<file path="config.mk">
export PLATFORM = sky130hd
export DESIGN_NAME = pwm_capture_apb
export DESIGN_NICKNAME = d
export VERILOG_FILES = /design/src/rtl/pwm_capture_apb.sv
export SDC_FILE = /design/constraint.sdc
export NUM_CORES = 1
export LEC_CHECK = 0
export ABC_AREA = 1
export BUFFER_PORTS_ARGS = -buffer_cell sky130_fd_sc_hd__clkbuf_2
export CORE_MARGIN = 2
export CORE_UTILIZATION = 56
export DETAILED_ROUTE_END_ITERATION = 10
export GPL_ROUTABILITY_DRIVEN = 0
export GPL_TIMING_DRIVEN = 0
export PLACE_DENSITY = 0.77
export SLEW_MARGIN = 10
export SYNTH_ARGS = -nofsm -noshare
export SYNTH_HDL_FRONTEND = slang
export SYNTH_SLANG_ARGS = --single-unit
</file>
<file path="constraint.sdc">
create_clock -name PCLK -period 1.7 [get_ports PCLK]
set_input_delay 0.085 -clock PCLK [delete_from_list [all_inputs] [get_ports PCLK]]
set_output_delay 0.085 -clock PCLK [all_outputs]
set_load 0.02 [all_outputs]
</file>
<file path="src/rtl/pwm_capture_apb.sv">
// pwm_capture_apb: multi-channel PWM high-time capture on an APB3 slave port.
// Each channel synchronises its sensor input, measures the high time in PCLK
// cycles and raises NEW/OVF/STALE flags; irq = |(NEW & IRQ_EN).
// Optional macro PWM_AVG_EN adds a per-channel 4-deep width history and AVG registers.

module pwm_capture_apb #(
  parameter int NUM_CH  = 4,
  parameter int CNT_W   = 24,
  parameter int TIMEOUT = 5000000
) (
  input  logic              PCLK,
  input  logic              PRESERN,
  input  logic              PSEL,
  input  logic              PENABLE,
  input  logic              PWRITE,
  input  logic [31:0]       PADDR,
  input  logic [31:0]       PWDATA,
  output logic [31:0]       PRDATA,
  output logic              PREADY,
  output logic              PSLVERR,
  input  logic [NUM_CH-1:0] sensor_pwm,
  output logic              irq
);

  localparam int              TO_W    = $clog2(TIMEOUT + 1);
  localparam logic [CNT_W-1:0] CNT_MAX = {CNT_W{1'b1}};
  localparam logic [TO_W-1:0]  TO_FULL = TO_W'(TIMEOUT);
  localparam logic [TO_W-1:0]  TO_LAST = TO_W'(TIMEOUT - 1);

  typedef enum logic [1:0] {
    ST_ARM  = 2'd0,
    ST_IDLE = 2'd1,
    ST_HIGH = 2'd2
  } state_t;

  logic [NUM_CH-1:0] r_en, r_irq_en, r_new, r_ovf, r_stale;
  logic [NUM_CH-1:0] w_en_nxt, w_irq_en_nxt, w_new_nxt, w_ovf_nxt, w_stale_nxt;
  logic [NUM_CH-1:0] w_latch_v, w_sat_v, w_stale_set_v;
  logic [CNT_W-1:0]  w_width [NUM_CH];
  logic [CNT_W-1:0]  w_avg   [NUM_CH];
  logic [31:0]       w_width_rd [8];
  logic [31:0]       w_avg_rd   [8];
  logic              r_irq;
  logic              w_wr, w_wr_status, w_wr_ctrl, w_wr_irq_en;
  logic              w_unused;

  assign PREADY   = 1'b1;
  assign PSLVERR  = 1'b0;
  assign irq      = r_irq;
  assign w_unused = &{1'b0, PADDR[31:8], PWDATA};

  assign w_wr        = PSEL & PENABLE & PWRITE;
  assign w_wr_status = w_wr & (PADDR[7:0] == 8'h40);
  assign w_wr_ctrl   = w_wr & (PADDR[7:0] == 8'h44);
  assign w_wr_irq_en = w_wr & (PADDR[7:0] == 8'h48);

  genvar gi;
  for (gi = 0; gi < NUM_CH; gi++) begin : g_ch
    logic             r_s1, r_s2, r_s3;
    state_t           r_state, w_state_nxt;
    logic [CNT_W-1:0] r_cnt, r_width;
    logic [TO_W-1:0]  r_to;
    logic             w_rise, w_fall, w_start, w_inc, w_latch, w_sat;

    assign w_rise = r_s2 & ~r_s3;
    assign w_fall = ~r_s2 & r_s3;

    // Synchroniser plus edge-detect delay; resets high so a pulse already
    // present at reset release is seen as "high" and left to the ARM state.
    always_ff @(posedge PCLK or negedge PRESERN) begin
      if (!PRESERN) begin
        r_s1 <= 1'b1;
        r_s2 <= 1'b1;
        r_s3 <= 1'b1;
      end else begin
        r_s1 <= sensor_pwm[gi];
        r_s2 <= r_s1;
        r_s3 <= r_s2;
      end
    end

    // Channel state register.
    always_ff @(posedge PCLK or negedge PRESERN) begin
      if (!PRESERN) r_state <= ST_ARM;
      else          r_state <= w_state_nxt;
    end

    // Next-state logic; a disabled channel is held in ARM.
    always_comb begin
      w_state_nxt = r_state;
      if (!r_en[gi]) begin
        w_state_nxt = ST_ARM;
      end else begin
        case (r_state)
          ST_ARM:  w_state_nxt = r_s2 ? ST_ARM  : ST_IDLE;
          ST_IDLE: w_state_nxt = w_rise ? ST_HIGH : ST_IDLE;
          ST_HIGH: w_state_nxt = w_fall ? ST_IDLE : ST_HIGH;
          default: w_state_nxt = ST_ARM;
        endcase
      end
    end

    // Per-state action strobes for the counter and flags.
    always_comb begin
      w_start = 1'b0;
      w_inc   = 1'b0;
      w_latch = 1'b0;
      w_sat   = 1'b0;
      if (r_en[gi]) begin
        case (r_state)
          ST_IDLE: w_start = w_rise;
          ST_HIGH: begin
            if (w_fall)                 w_latch = 1'b1;
            else if (r_cnt == CNT_MAX)  w_sat   = 1'b1;
            else                        w_inc   = 1'b1;
          end
          default: w_start = 1'b0;
        endcase
      end else begin
        w_start = 1'b0;
      end
    end

    // High-time counter: starts at 1 on the rising edge, saturates at max.
    always_ff @(posedge PCLK or negedge PRESERN) begin
      if (!PRESERN)       r_cnt <= {CNT_W{1'b0}};
      else if (!r_en[gi]) r_cnt <= {CNT_W{1'b0}};
      else if (w_start)   r_cnt <= CNT_W'(1);
      else if (w_inc)     r_cnt <= r_cnt + CNT_W'(1);
      else                r_cnt <= r_cnt;
    end

    // Latched width result.
    always_ff @(posedge PCLK or negedge PRESERN) begin
      if (!PRESERN)     r_width <= {CNT_W{1'b0}};
      else if (w_latch) r_width <= r_cnt;
      else              r_width <= r_width;
    end

    // Dead-sensor timer: cleared on each latch, saturates at TIMEOUT.
    always_ff @(posedge PCLK or negedge PRESERN) begin
      if (!PRESERN)             r_to <= {TO_W{1'b0}};
      else if (w_latch)         r_to <= {TO_W{1'b0}};
      else if (r_to != TO_FULL) r_to <= r_to + TO_W'(1);
      else                      r_to <= r_to;
    end

    assign w_latch_v[gi]     = w_latch;
    assign w_sat_v[gi]       = w_sat;
    assign w_stale_set_v[gi] = ~w_latch & (r_to == TO_LAST);
    assign w_width[gi]       = r_width;

`ifdef PWM_AVG_EN
    logic [CNT_W-1:0] r_hist [4];
    logic [CNT_W-1:0] r_avg;
    logic             r_lat_d;
    logic [CNT_W+1:0] w_sum;

    assign w_sum = {2'b00, r_hist[0]} + {2'b00, r_hist[1]}
                 + {2'b00, r_hist[2]} + {2'b00, r_hist[3]};

    // Width history, shifted in alongside the WIDTH update.
    always_ff @(posedge PCLK or negedge PRESERN) begin
      if (!PRESERN) begin
        r_hist[0] <= {CNT_W{1'b0}};
        r_hist[1] <= {CNT_W{1'b0}};
        r_hist[2] <= {CNT_W{1'b0}};
        r_hist[3] <= {CNT_W{1'b0}};
      end else if (w_latch) begin
        r_hist[0] <= r_cnt;
        r_hist[1] <= r_hist[0];
        r_hist[2] <= r_hist[1];
        r_hist[3] <= r_hist[2];
      end else begin
        r_hist <= r_hist;
      end
    end

    // Average register, refreshed the cycle after the history shifts.
    always_ff @(posedge PCLK or negedge PRESERN) begin
      if (!PRESERN) begin
        r_lat_d <= 1'b0;
        r_avg   <= {CNT_W{1'b0}};
      end else begin
        r_lat_d <= w_latch;
        if (r_lat_d) r_avg <= w_sum[CNT_W+1:2];
        else         r_avg <= r_avg;
      end
    end

    assign w_avg[gi] = r_avg;
`else
    assign w_avg[gi] = {CNT_W{1'b0}};
`endif
  end

  // Pad result arrays to the 8 decodable channel slots.
  for (gi = 0; gi < 8; gi++) begin : g_rd
    if (gi < NUM_CH) begin : g_on
      assign w_width_rd[gi] = 32'(w_width[gi]);
      assign w_avg_rd[gi]   = 32'(w_avg[gi]);
    end else begin : g_off
      assign w_width_rd[gi] = 32'd0;
      assign w_avg_rd[gi]   = 32'd0;
    end
  end

  // Next values of control/status: hardware sets win over W1C clears.
  always_comb begin
    if (w_wr_status) begin
      w_new_nxt = r_new & ~PWDATA[NUM_CH-1:0];
      w_ovf_nxt = r_ovf & ~PWDATA[8 +: NUM_CH];
    end else begin
      w_new_nxt = r_new;
      w_ovf_nxt = r_ovf;
    end
    w_new_nxt   = w_new_nxt | w_latch_v;
    w_ovf_nxt   = w_ovf_nxt | w_sat_v;
    w_stale_nxt = (r_stale & ~w_latch_v) | w_stale_set_v;
    if (w_wr_ctrl)   w_en_nxt = PWDATA[NUM_CH-1:0];
    else             w_en_nxt = r_en;
    if (w_wr_irq_en) w_irq_en_nxt = PWDATA[NUM_CH-1:0];
    else             w_irq_en_nxt = r_irq_en;
  end

  // Control/status registers and registered interrupt (tracks NEW & IRQ_EN).
  always_ff @(posedge PCLK or negedge PRESERN) begin
    if (!PRESERN) begin
      r_en     <= {NUM_CH{1'b1}};
      r_irq_en <= {NUM_CH{1'b0}};
      r_new    <= {NUM_CH{1'b0}};
      r_ovf    <= {NUM_CH{1'b0}};
      r_stale  <= {NUM_CH{1'b0}};
      r_irq    <= 1'b0;
    end else begin
      r_en     <= w_en_nxt;
      r_irq_en <= w_irq_en_nxt;
      r_new    <= w_new_nxt;
      r_ovf    <= w_ovf_nxt;
      r_stale  <= w_stale_nxt;
      r_irq    <= |(w_new_nxt & w_irq_en_nxt);
    end
  end

  // Combinational read decode.
  always_comb begin
    PRDATA = 32'd0;
    if (PSEL && !PWRITE) begin
      case (PADDR[7:5])
        3'b000: begin
          if (PADDR[1:0] == 2'b00) PRDATA = w_width_rd[PADDR[4:2]];
          else                     PRDATA = 32'd0;
        end
        3'b001: begin
          if (PADDR[1:0] == 2'b00) PRDATA = w_avg_rd[PADDR[4:2]];
          else                     PRDATA = 32'd0;
        end
        3'b010: begin
          case (PADDR[4:0])
            5'h00:   PRDATA = {8'd0, 8'(r_stale), 8'(r_ovf), 8'(r_new)};
            5'h04:   PRDATA = 32'(r_en);
            5'h08:   PRDATA = 32'(r_irq_en);
            default: PRDATA = 32'd0;
          endcase
        end
        default: PRDATA = 32'd0;
      endcase
    end else begin
      PRDATA = 32'd0;
    end
  end

endmodule
</file>
==> run metrics <==
Post-route DRC=0; maximum vdd drop=733 µV; failing checks=negative setup slack; fin nets=2,652; Area Overhead vs Synth=27.4%; WS Path Type=reg2out; Final ANT Viol Nets=0; clock skew=13.5 ps; total power=16.3 mW; min-delay src=PADDR[0]; CTS clock-pin slew for the worst setup and hold paths=60 ps; final worst slack=-143 ps; final hold violations=0; final std cells w/o fill=2,989; synth top area cells=dfrtp_1, nand2_1, nor2_1; H-Tree Depth=2; static leakage power=9.79 nW; total number of vias=17,400; Clk Latency, worst-skew pair=520 ps; Crit Reg-Reg Startpoint=g_ch[3].r_cnt[4]$_DFFE_PN0P_; RSZ-0062 raised after global routing=yes; final instance area=0.0221 mm²; vias in the first global route=15,800; Achievable Freq=0.543 GHz; Synth Warn #=0; Avg WL per Cell=17.7 µm; PwrDens=737 mW/mm²; hold crit path type=in2reg; GRT Total Usage=0.299; top-area cell type share of the netlist area=0.446; Setup crit start kind=flip-flop; Final Routed Wirelength=52.8 mm; Post-Place Cell Area=0.0182 mm²; synth unique cells=51; Fill cells=2,202; multi-input logic area=0.00899 mm²; pre-CTS setup slack=-426 ps; Syn Inst Count=2,336; CTS buffer count=36; HPWL Detailed=34.7 mm; leading cell type in the layout, fill and taps excluded=nand2_1; outcome=complete, but fails checks; max cap viols=0; max-slew headroom at the worst pin=0.512; Yosys top cell by area=dfrtp_1; Seq. cell area=0.00818 mm²; synthesized area per cell=7.42 µm²; Remaining Overflow, GRT=0; initial core utilization=0.568; DR iter-0 viols=1,795; most frequent cells in the layout=nand2_1, dfrtp_1, nor2_1; pin count of the biggest net entering global routing=105; TritonCTS clock tree=done; Most used DFF post-synth=dfrtp_1; Final Critical Period=1840 ps; antenna violations before repair=0; Async SR Flop Fraction=1.00; synthesis-stage register bit count=325; PortBufs=49; Die ar.=0.0324 mm²; Req. time, crit path=1620 ps; Via-to-Cell Ratio=5.84; critical path arrival=1760 ps; Final Slew Violations=0; CP Capture Type=output pin; Worst-Margin Slew=725 ps; number of enable flip-flop cells after synthesis=0; Tcrit/Tclk final=1.08; IO Count=108; DRT Pass-1 Iters=8; dpl cells=2,792; Max Buffers Root-to-Sink=3; mapped cell area=0.0173 mm²; final setup fails=64; core area=0.0305 mm²; clk root buf=clkbuf_16; share of cells above drive strength 1=0.237; die width=180 µm; CTS sink count=325; wire length of the first global-routing pass=79.3 mm; Max FO, Critical Path=2; floorplan row count=64; Die H=180 µm; Crit. Startpoint=r_en[3]$_DFFE_PN1P_; sequential-to-total area share from yosys stat=0.470; antenna cells=0
-- worst paths after layout --
path | slack [ps] | end | cells after the start
worst max-delay path | -140 | PRDATA[3] | 7
worst min-delay path | 60 | r_new[2]$_DFF_PN0_ | 6
worst max register to register | -120 | g_ch[3].r_cnt[4]$_DFFE_PN0P_ | 11
worst min register to register | 360 | g_ch[1].r_s2$_DFF_PN1_ | 0
max in group asynchronous | 350 | g_ch[2].r_cnt[9]$_DFFE_PN0P_ | 4
min in group asynchronous | 130 | g_ch[1].r_to[9]$_DFFE_PN0P_ | 2
-- per-stage QoR --
step           hold slack, ps   util  setup TNS, ps
2_1_floorplan            -211      -              0
3_3_place_gp              172  0.594       -2086430
3_5_place_dp              136  0.597         -63270
4_1_cts                  54.1  0.668          -3180
5_1_grt                   105  0.724          -9650
6_report                 61.6  0.724          -3160
-- layer usage --
layer / up-vias / share of wire / routed length, µm / track usage
li1: 7979 / - / - / -
met1: 8347 / 0.40 / 21100 / 0.413
met2: 912 / 0.47 / 24700 / 0.478
met3: 206 / 0.087 / 4590 / 0.0474
met4: 0 / 0.046 / 2440 / 0.111
met5: - / 0 / 0 / 0
-- flip-flops by register name, indices dropped and copies added, names as in the netlist --
register	cells
r_en	4
r_ovf	4
irq	1
r_new	4
g_ch.r_s1	4
g_ch.r_to	92
g_ch.r_cnt	96
g_ch.r_s2	4
g_ch.r_state	8
r_stale	4
g_ch.r_width	96
g_ch.r_s3	4
r_irq_en	4
-- Yosys cell counts (11+ instances only) --
library cell / instances
nand3_1: 146
nor2_1: 326
nand4_1: 54
ha_1: 12
dfstp_2: 16
clkbuf_1: 36
nor3_1: 54
xor2_1: 37
a221oi_1: 11
o22ai_1: 13
o21ai_0: 187
buf_4: 13
o21bai_1: 11
inv_1: 275
o21ai_1: 16
nand2_1: 630
dfrtp_1: 309
a21oi_1: 77
-- power by group --
group	switching [mW]	leakage (nW)	total [mW]	internal (mW)
clock network	3.23	0.575	7.95	4.72
registers	0.0214	4.35	7.80	7.77
logic	0.375	4.86	0.536	0.161
total	3.63	9.79	16.3	12.7
-- logic make-up (layout without fill, tap and decap cells) --
logic type      count (synthesis)  after routing  share of synthesized area
xor+xnor                       38             38                     0.0192
compound gates                341            341                      0.108
flops                         325            325                      0.470
buf+inv                       348            595                     0.0813
other cells                     2             10                   0.000433
fa+ha+maj                      12             12                    0.00866
simple gates                 1270           1272                      0.312
-- cell type report --
type | instances | share of cell area
Sequential cell | 325 | 0.371
Inverter | 284 | 0.0506
Timing Repair Buffer | 182 | 0.0704
Clock inverter | 17 | 0.00822
Timing Repair inverter | 1 | 0.000283
Tap cell | 396 | 0.0224
Multi-Input combinational cell | 1673 | 0.407
Buffer | 64 | 0.0237
Clock buffer | 47 | 0.0464
-- timing repair --
item / CTS / global route
endpoints found under the setup margin: 279 / 268
gates resized for setup: 159 / 369
hold endpoints to repair: 85 / 0
buffers inserted: 44 / 65
hold buffers: 13 / 0
cloned: 3 / 10
pin swaps: 31 / 96
-- worst max-delay path, cell delays in order (launching register included) --
cell	delay [ps]
dfstp_2	550
buf_6	110
clkbuf_16	130
nand2_2	60
nand3_2	100
nand2_2	80
nand2_4	110
buf_8	110
(Power assumes the default switching activity.)
